## src/rtl/riscy_lsu_pkg.sv

```systemverilog
// Shared constants, state encoding and request legality check for the RV32I load/store unit.
package riscy_lsu_pkg;

   localparam int MEM_WORDS_DEFAULT = 4096;

   localparam logic [2:0] FUNCT3_B  = 3'b000;
   localparam logic [2:0] FUNCT3_H  = 3'b001;
   localparam logic [2:0] FUNCT3_W  = 3'b010;
   localparam logic [2:0] FUNCT3_BU = 3'b100;
   localparam logic [2:0] FUNCT3_HU = 3'b101;

   typedef enum logic [2:0] {
      LSU_IDLE    = 3'd0,
      LSU_RD_ADDR = 3'd1,
      LSU_RD_DATA = 3'd2,
      LSU_WR      = 3'd3,
      LSU_RESP    = 3'd4
   } lsu_state_t;

   // A request is rejected for an unknown funct3, an unsigned store, misalignment or a word index past the memory.
   function automatic logic lsu_req_error(input logic        write,
                                          input logic [2:0]  funct3,
                                          input logic [31:0] addr,
                                          input int          mem_words);
      logic w_bad_f3;
      logic w_bad_store;
      logic w_misalign;
      logic w_out_of_range;
      w_bad_f3       = !(funct3 inside {FUNCT3_B, FUNCT3_H, FUNCT3_W, FUNCT3_BU, FUNCT3_HU});
      w_bad_store    = write && (funct3 == FUNCT3_BU || funct3 == FUNCT3_HU);
      w_misalign     = ((funct3 == FUNCT3_H || funct3 == FUNCT3_HU) && addr[0]) ||
                       ((funct3 == FUNCT3_W) && (addr[1:0] != 2'b00));
      w_out_of_range = ({2'b00, addr[31:2]} >= 32'(mem_words));
      return w_bad_f3 || w_bad_store || w_misalign || w_out_of_range;
   endfunction

endpackage

```

## src/rtl/lsu_mem_master_lane_align.sv

```systemverilog
// Little-endian lane extraction with sign/zero extension, and sub-word merge into a read word.
module lsu_lane_align
   import riscy_lsu_pkg::*;
(
   input  logic [2:0]  i_funct3,
   input  logic [1:0]  i_addr_lo,
   input  logic [31:0] i_mem_word,
   input  logic [31:0] i_wdata,
   output logic [31:0] o_load_val,
   output logic [31:0] o_store_word
);

   logic [7:0]  w_byte;
   logic [15:0] w_half;

   // NOTE: every variable is given a default at the top of always_comb so no path can infer a latch.
   always_comb begin
      w_byte = 8'h00;
      case (i_addr_lo)
         2'd0:    w_byte = i_mem_word[7:0];
         2'd1:    w_byte = i_mem_word[15:8];
         2'd2:    w_byte = i_mem_word[23:16];
         default: w_byte = i_mem_word[31:24];
      endcase
      w_half = i_addr_lo[1] ? i_mem_word[31:16] : i_mem_word[15:0];

      o_load_val = 32'h0;
      case (i_funct3)
         FUNCT3_B:  o_load_val = {{24{w_byte[7]}}, w_byte};
         FUNCT3_H:  o_load_val = {{16{w_half[15]}}, w_half};
         FUNCT3_W:  o_load_val = i_mem_word;
         FUNCT3_BU: o_load_val = {24'h0, w_byte};
         FUNCT3_HU: o_load_val = {16'h0, w_half};
         default:   o_load_val = 32'h0;
      endcase
   end

   // Only the addressed lane(s) change; every other bit of the read word passes through untouched.
   always_comb begin
      o_store_word = i_mem_word;
      case (i_funct3[1:0])
         2'b00: begin
            case (i_addr_lo)
               2'd0:    o_store_word[7:0]   = i_wdata[7:0];
               2'd1:    o_store_word[15:8]  = i_wdata[7:0];
               2'd2:    o_store_word[23:16] = i_wdata[7:0];
               default: o_store_word[31:24] = i_wdata[7:0];
            endcase
         end
         2'b01: begin
            if (i_addr_lo[1]) o_store_word[31:16] = i_wdata[15:0];
            else              o_store_word[15:0]  = i_wdata[15:0];
         end
         default: o_store_word = i_wdata;
      endcase
   end

endmodule

```

## src/rtl/lsu_mem_master.sv

```systemverilog
// RV32I load/store unit driving a word-addressed memory without byte enables; sub-word stores use read-modify-write.
module lsu_mem_master
   import riscy_lsu_pkg::*;
#(
   parameter int MEM_WORDS = MEM_WORDS_DEFAULT,
   parameter int XLEN      = 32
) (
   input  logic            clk,
   input  logic            rst,
   input  logic            req_valid,
   output logic            req_ready,
   input  logic            req_write,
   input  logic [2:0]      req_funct3,
   input  logic [XLEN-1:0] req_addr,
   input  logic [XLEN-1:0] req_wdata,
   output logic            resp_valid,
   output logic [XLEN-1:0] resp_rdata,
   output logic            resp_error,
   output logic            mem_write_enable,
   output logic [XLEN-1:0] mem_address,
   output logic [XLEN-1:0] mem_data_in,
   input  logic [XLEN-1:0] mem_data_out
);

   lsu_state_t      r_state;
   logic            r_write;
   logic [2:0]      r_funct3;
   logic [1:0]      r_addr_lo;
   logic [XLEN-1:0] r_wdata;
   logic            r_err;
   logic [XLEN-1:0] r_rdata;
   logic [XLEN-1:0] r_mem_addr;
   logic [XLEN-1:0] r_mem_wdata;

   logic            w_accept;
   logic            w_err;
   logic [XLEN-1:0] w_load_val;
   logic [XLEN-1:0] w_store_word;

   assign req_ready        = (r_state == LSU_IDLE) && !rst;
   assign w_accept         = req_valid && req_ready;
   assign w_err            = lsu_req_error(req_write, req_funct3, req_addr, MEM_WORDS);
   assign resp_valid       = (r_state == LSU_RESP);
   assign resp_error       = (r_state == LSU_RESP) && r_err;
   assign resp_rdata       = r_rdata;
   assign mem_write_enable = (r_state == LSU_WR) && !rst;
   assign mem_address      = r_mem_addr;
   assign mem_data_in      = r_mem_wdata;

   lsu_lane_align u_lane_align (
      .i_funct3     (r_funct3),
      .i_addr_lo    (r_addr_lo),
      .i_mem_word   (mem_data_out),
      .i_wdata      (r_wdata),
      .o_load_val   (w_load_val),
      .o_store_word (w_store_word)
   );

   // NOTE: all state below is assigned with <= so every register samples pre-edge values.
   always_ff @(posedge clk) begin
      if (rst) begin
         r_state     <= LSU_IDLE;
         r_write     <= 1'b0;
         r_funct3    <= 3'b000;
         r_addr_lo   <= 2'b00;
         r_wdata     <= '0;
         r_err       <= 1'b0;
         r_rdata     <= '0;
         r_mem_addr  <= '0;
         r_mem_wdata <= '0;
      end else begin
         case (r_state)
            LSU_IDLE: begin
               if (w_accept) begin
                  r_write   <= req_write;
                  r_funct3  <= req_funct3;
                  r_addr_lo <= req_addr[1:0];
                  r_wdata   <= req_wdata;
                  r_err     <= w_err;
                  r_rdata   <= '0;
                  // Rejected requests leave the memory-side address untouched.
                  if (w_err) begin
                     r_state <= LSU_RESP;
                  end else begin
                     r_mem_addr <= {2'b00, req_addr[XLEN-1:2]};
                     if (req_write && (req_funct3 == FUNCT3_W)) begin
                        r_mem_wdata <= req_wdata;
                        r_state     <= LSU_WR;
                     end else begin
                        r_state <= LSU_RD_ADDR;
                     end
                  end
               end
            end
            LSU_RD_ADDR: r_state <= LSU_RD_DATA;
            LSU_RD_DATA: begin
               if (r_write) begin
                  r_mem_wdata <= w_store_word;
                  r_state     <= LSU_WR;
               end else begin
                  r_rdata <= w_load_val;
                  r_state <= LSU_RESP;
               end
            end
            LSU_WR:   r_state <= LSU_RESP;
            LSU_RESP: r_state <= LSU_IDLE;
            default:  r_state <= LSU_IDLE;
         endcase
      end
   end

endmodule

```

## config.mk

```make
export PLATFORM = sky130hd
export DESIGN_NAME = lsu_mem_master
export DESIGN_NICKNAME = d
export VERILOG_FILES = /design/src/rtl/riscy_lsu_pkg.sv /design/src/rtl/lsu_mem_master_lane_align.sv /design/src/rtl/lsu_mem_master.sv
export SDC_FILE = /design/constraint.sdc
export NUM_CORES = 1
export LEC_CHECK = 0
export CAP_MARGIN = 20
export CORE_MARGIN = 3
export CORE_UTILIZATION = 35
export CTS_BUF_LIST = sky130_fd_sc_hd__clkbuf_8
export CTS_CLUSTER_SIZE = 8
export DETAILED_ROUTE_END_ITERATION = 10
export PLACE_DENSITY_LB_ADDON = 0.05
export SETUP_SLACK_MARGIN = 0.05
export SYNTH_ARGS = -nofsm -noshare
export SYNTH_HDL_FRONTEND = slang
export SYNTH_SLANG_ARGS = --single-unit
export TNS_END_PERCENT = 30
```

## constraint.sdc

```tcl
create_clock -name clk -period 2.25 [get_ports clk]
set_input_delay 0.3375 -clock clk [delete_from_list [all_inputs] [get_ports clk]]
set_output_delay 0.3375 -clock clk [all_outputs]
set_load 0.05 [all_outputs]
```

* After elaboration in Yosys (flattened, before gate mapping)
Index checks and enable logic that the tools add are counted.
** Word-level totals
- Bits of input ports :: 103
- Bits in registers :: 136
- Output and inout bits :: 100
** Operators by class
- Equal/unequal tests :: 20
- Multiplexer cells :: 23
- Bitwise logic cells :: 1
- Magnitude comparators :: 1
- Reductions and logical operators :: 29
** Operators by type and width (count)
- $mux 32 :: 6
- $pmux 32 s2 :: 3
- $pmux 32 s5 :: 1
- $mux 16 :: 3
- $mux 8 :: 4
- $ge 30x13->1 const B :: 1
- $pmux 8 s3 :: 1
- $eq 3x3->1 const B :: 5
- $eq 3x2->1 const B :: 4
- $pmux 3 s4 :: 1
- $eq 3x1->1 const B :: 3
- $logic_not 3->1 :: 3
- $mux 3 :: 3
- $logic_and 1x1->1 :: 8
- $ne 2x2->1 const B :: 4
- $logic_or 1x1->1 :: 6
- $reduce_and 3->1 :: 2
- $reduce_and 5->1 :: 1
- $reduce_bool 5->1 :: 1
- $eq 2x1->1 const B :: 2
- $logic_not 2->1 :: 2
- $reduce_bool 2->1 :: 2
- $reduce_or 3->1 :: 1
- $eq 2x2->1 const B :: 1
- 5 further kinds :: 6

* Longest topological paths before layout
- Word-level depth :: 9
- Mapped depth :: 9

* Cells and area by module
A second synthesis with hierarchy kept.
** Second synthesis, totals
- Cells, all modules :: 895
- Area, all modules :: 7485.9 um^2
** Modules (own cells, without submodules)
- lsu_mem_master :: cells each 668, area an instance 5716.7 um^2, times used 1
- lsu_lane_align :: cells each 227, area an instance 1769.2 um^2, times used 1

* Worst setup path before layout
No wires, ideal clock.
- Path type :: input to output
- From :: in rst
- To :: out req_ready
- Arrival :: 1829 ps
- Stages :: 3
- Setup slack :: 83 ps
- Cells stage by stage :: clkbuf_1 > clkbuf_1 > nor3_1
** On the way
- Word-level cells in the longest chain between the ends :: 2
** Ends and longest elaborated chain
- start, declared :: line lsu_mem_master.sv:9 : input logic rst,
- $logic_not 1->1 :: line lsu_mem_master.sv:40 : assign req_ready = (r_state == LSU_IDLE) && !rst;
- $logic_and 1x1->1 :: line lsu_mem_master.sv:40
- end, declared :: line lsu_mem_master.sv:11 : output logic req_ready,
Every way passes these cells.

* Worst setup path in the final report
- From :: reg r_funct3[1]
- To :: reg r_mem_wdata[8], in the netlist mem_data_in[8]
** On the way
- Word-level cells in the longest chain between the ends :: 4
** Ends and longest elaborated chain
- start, declared :: line lsu_mem_master.sv:27 : logic [2:0] r_funct3;
- start signal, assigned :: line lsu_mem_master.sv:76 : r_funct3 <= req_funct3;
- $eq 2x1->1 / $logic_not 2->1 (equally long branches) :: line lsu_mem_master_lane_align.sv:41 : case (i_funct3[1:0])
- $pmux 32 s2 (*) :: line lsu_mem_master_lane_align.sv:41
- $mux 32 (*) :: line lsu_mem_master.sv:97 : if (r_write) begin
- $pmux 32 s2 (*) :: line lsu_mem_master.sv:72 : case (r_state)
- end signal, assigned :: line lsu_mem_master.sv:87 : r_mem_wdata <= req_wdata;
- end signal, assigned :: line lsu_mem_master.sv:98 : r_mem_wdata <= w_store_word;
- end, declared :: line lsu_mem_master.sv:33 : logic [XLEN-1:0] r_mem_wdata;
Every way passes the cells marked *; elsewhere a longest branch is shown, timed or not. The select of a mux whose other input is x is not followed.
A chain may end at the register's enable or synchronous reset.

==> run metrics <==
clk_lat worst skew=0.46 ns; Sink Count=136; warnings from Yosys=0; Post-Syn Area=0.00651 mm2; Rel. slew slack=47.7%; R2R Path End=mem_data_in[8]; clock-pin slew on the worst setup and hold paths=0.08 ns; WL per Instance=19.5 um; status=complete, no violations; Initial Utilization=a little over a third; area of the multi-input gates=0.00346 mm2; initial antenna violation count=0; CP max stage cell=nor2b_1; Placement Setup Slack=-0.277 ns; Setup CP Type=flop to flop; # DRC=0; vias in the first global route=6549; total routed wirelength=24.7 mm; fin. max-slew vios=0; Least-Margin Pin Slew=0.783 ns; flops & latches, synth=136; clock root cell=clkbuf_8; fin crit share=96.6%; die height=142 um; TritonCTS Buffers=17; largest area contributor in the netlist=dfxtp_1; Reg area=0.00272 mm2; FMAX=460 MHz; Crit path largest cell delay=~0.55 ns; Die X=142 um; DRT Pass-1 Iters=7; crit path DAT=2.56 ns; Reg2Reg Depth=6; Yosys top cell area share=41.8%; Post-synth EDFFs=0; GPL Wtd Cong=approximately 0.9; largest net degree at the start of global routing=41; Final #Nets=1131; setup violators final=0; cells along the critical path=buf_4 -> nor2b_1 -> a22oi_1 -> o221ai_1 -> o2111ai_1 -> a21oi_1; flop2flop setup slack=between 0.07 and 0.08 ns; core area=0.0181 mm2; Setup crit start=r_funct3[1]; # IOs=203; CP Max Fanout=14; fin util=roughly 53%; Max-Cap Viols=0; vias per std cell=5.42; RSZ-0062 raised after global routing=yes; Hold Violations, Final=0; die area=~0.020 mm2; post-DP HPWL=18.2 mm; Area Overhead vs Synth=47.2%; predominant post-synthesis flop cell=dfxtp_1; initial drt markers=~600; CTS H-tree depth=4; asr flop ratio synth=0%; Fill cells=1777; Final Skew=0.0114 ns; Seq/Total Area, Yosys=41.8%; Syn Inst Count=801; Hold-fix buffers, CTS=0; antenna violation net count after detailed routing=0; share of cells above drive strength 1=13.8%; Peak VDD IR=0.384 mV; crit end category=flop; Antenna diodes=0; Worst R2R Start=r_funct3[1]; row count=49; Port Buffers=200; Global Route Usage Sum=23.9%; worst setup margin=0.0764 ns; most common cell in the netlist=dfxtp_1; Hold Path Class=input port to flop; CTS tree=done; Startpoint Class=flop; leak pwr=3.71 nW; Netlist cell types=53; via count=approximately 6900; Critical Path Sink=mem_data_in[8]; Final min period=about 2.2 ns; top cells by area, synth=dfxtp_1 42%, nand2_1 7.2%, o21ai_0 5.9%; Clock Path Buffers=2; synth cell count leaders=136 x dfxtp_1, 125 x nand2_1, 77 x o21ai_0; Worst EP required=2.64 ns; PD cells=574 mW/mm2; global route overflow=0; Syn Area/Cell=between 8 and 9 um2; first-pass GRT wire length=37.5 mm
[routing by layer]
layer | vias to the layer above | part of all wire, % | GRT usage [%]
met5 | - | 0 | 0
met4 | 0 | 1.9 | 6.60
met3 | 29 | 6.4 | 5.14
met2 | 272 | 46 | 37.6
met1 | 3244 | 46 | 33.2
li1 | 3330 | - | -
[critical path, delay by kind of cell (launching register included)]
family | cells | cell delay, ns
AND/OR/NAND/NOR | 1 | 0.55
AO/OA/AOI/OAI | 4 | 0.77
buffers and inverters | 1 | 0.29
flip-flops | 1 | 0.49
[worst min path at each step]
| stage | startpoint | cells after the start | endpoint | slack, ns |
|---|---|---|---|---|
| after floorplan | r_wdata[24] | 2 | r_wdata[24] | 0.43 |
| after CTS | rst | 3 | resp_rdata[1] | 0.37 |
| after detailed placement | mem_address[21] | 1 | mem_address[21] | 0.44 |
| final | rst | 3 | mem_address[10] | 0.39 |
| after global placement | resp_rdata[16] | 2 | resp_rdata[16] | 0.44 |
| after global routing | rst | 3 | mem_address[0] | 0.38 |
[placed cells by master, fill, tap and decap left out, types with 7 or more instances in the layout]
master / count
o21ai_0: 77
clkbuf_8: 21
a22oi_1: 8
o211ai_1: 9
dfxtp_1: 136
a222oi_1: 7
nor4_1: 7
a31oi_1: 8
and3_1: 10
inv_1: 12
buf_4: 75
a21boi_0: 9
nand3_1: 62
nor2b_1: 21
clkdlybuf4s50_1: 195
and2_1: 22
buf_12: 7
mux4_2: 7
a2bb2oi_1: 7
nand2_1: 125
o221ai_1: 8
nor2_1: 33
a221oi_1: 17
o2111ai_1: 8
a21oi_1: 67
mux2i_1: 22
mux2_2: 10
[what timing repair did]
item / CTS / global route
endpoints found under the setup margin: 1 / 9
endpoints found under the hold margin: 0 / 0
buffers inserted: 0 / 0
gates resized for setup: 1 / 1
[stage by stage]
step / hold slack, ns / total power [mW] / std cells / area [um2] / setup TNS [ns]
floorplan: 0.434 / 2.98 / 802 / 6520 / 0
finish: 0.394 / 5.50 / 1269 / 9590 / 0
global placement: 0.439 / 3.45 / 1237 / 9170 / -8.26
detailed placement: 0.443 / 3.45 / 1237 / 9170 / -8.73
CTS: 0.367 / 5.55 / 1268 / 9580 / 0
global route: 0.381 / 5.73 / 1269 / 9590 / 0
[logic make-up (layout without fill, tap and decap cells)]
group | Yosys count | in the layout | share of synthesized area (%)
compound gates | 236 | 236 | 22.6
other cells | 1 | 2 | 0.0576
buf+inv | 84 | 322 | 5.42
simple gates | 305 | 305 | 22.6
mux | 39 | 39 | 7.53
flops | 136 | 136 | 41.8
[sequential cells by signal (all words and copies together) (netlist names)]
name / cells
mem_data_in: 32
r_addr_lo: 2
r_wdata: 32
r_funct3: 3
r_state: 3
r_err: 1
mem_address: 30
r_write: 1
resp_rdata: 32
[report_power, final]
part           switching, mW  total (mW)  leakage [nW]  internal (mW)
clock                  0.991        2.09         0.206           1.10
sequential            0.0638        2.52          1.10           2.46
combinational          0.461       0.888          2.40          0.427
total                   1.52        5.50          3.71           3.99
[final cells by class]
type	count	area share (%)
inverters	12	0.470
multi-input cells	582	36.1
clock buffers	21	3.01
well taps	229	2.99
flip-flops and latches	136	28.4
repair buffers	279	27.8
clock inverters	10	1.24
(Power assumes the default switching activity.)
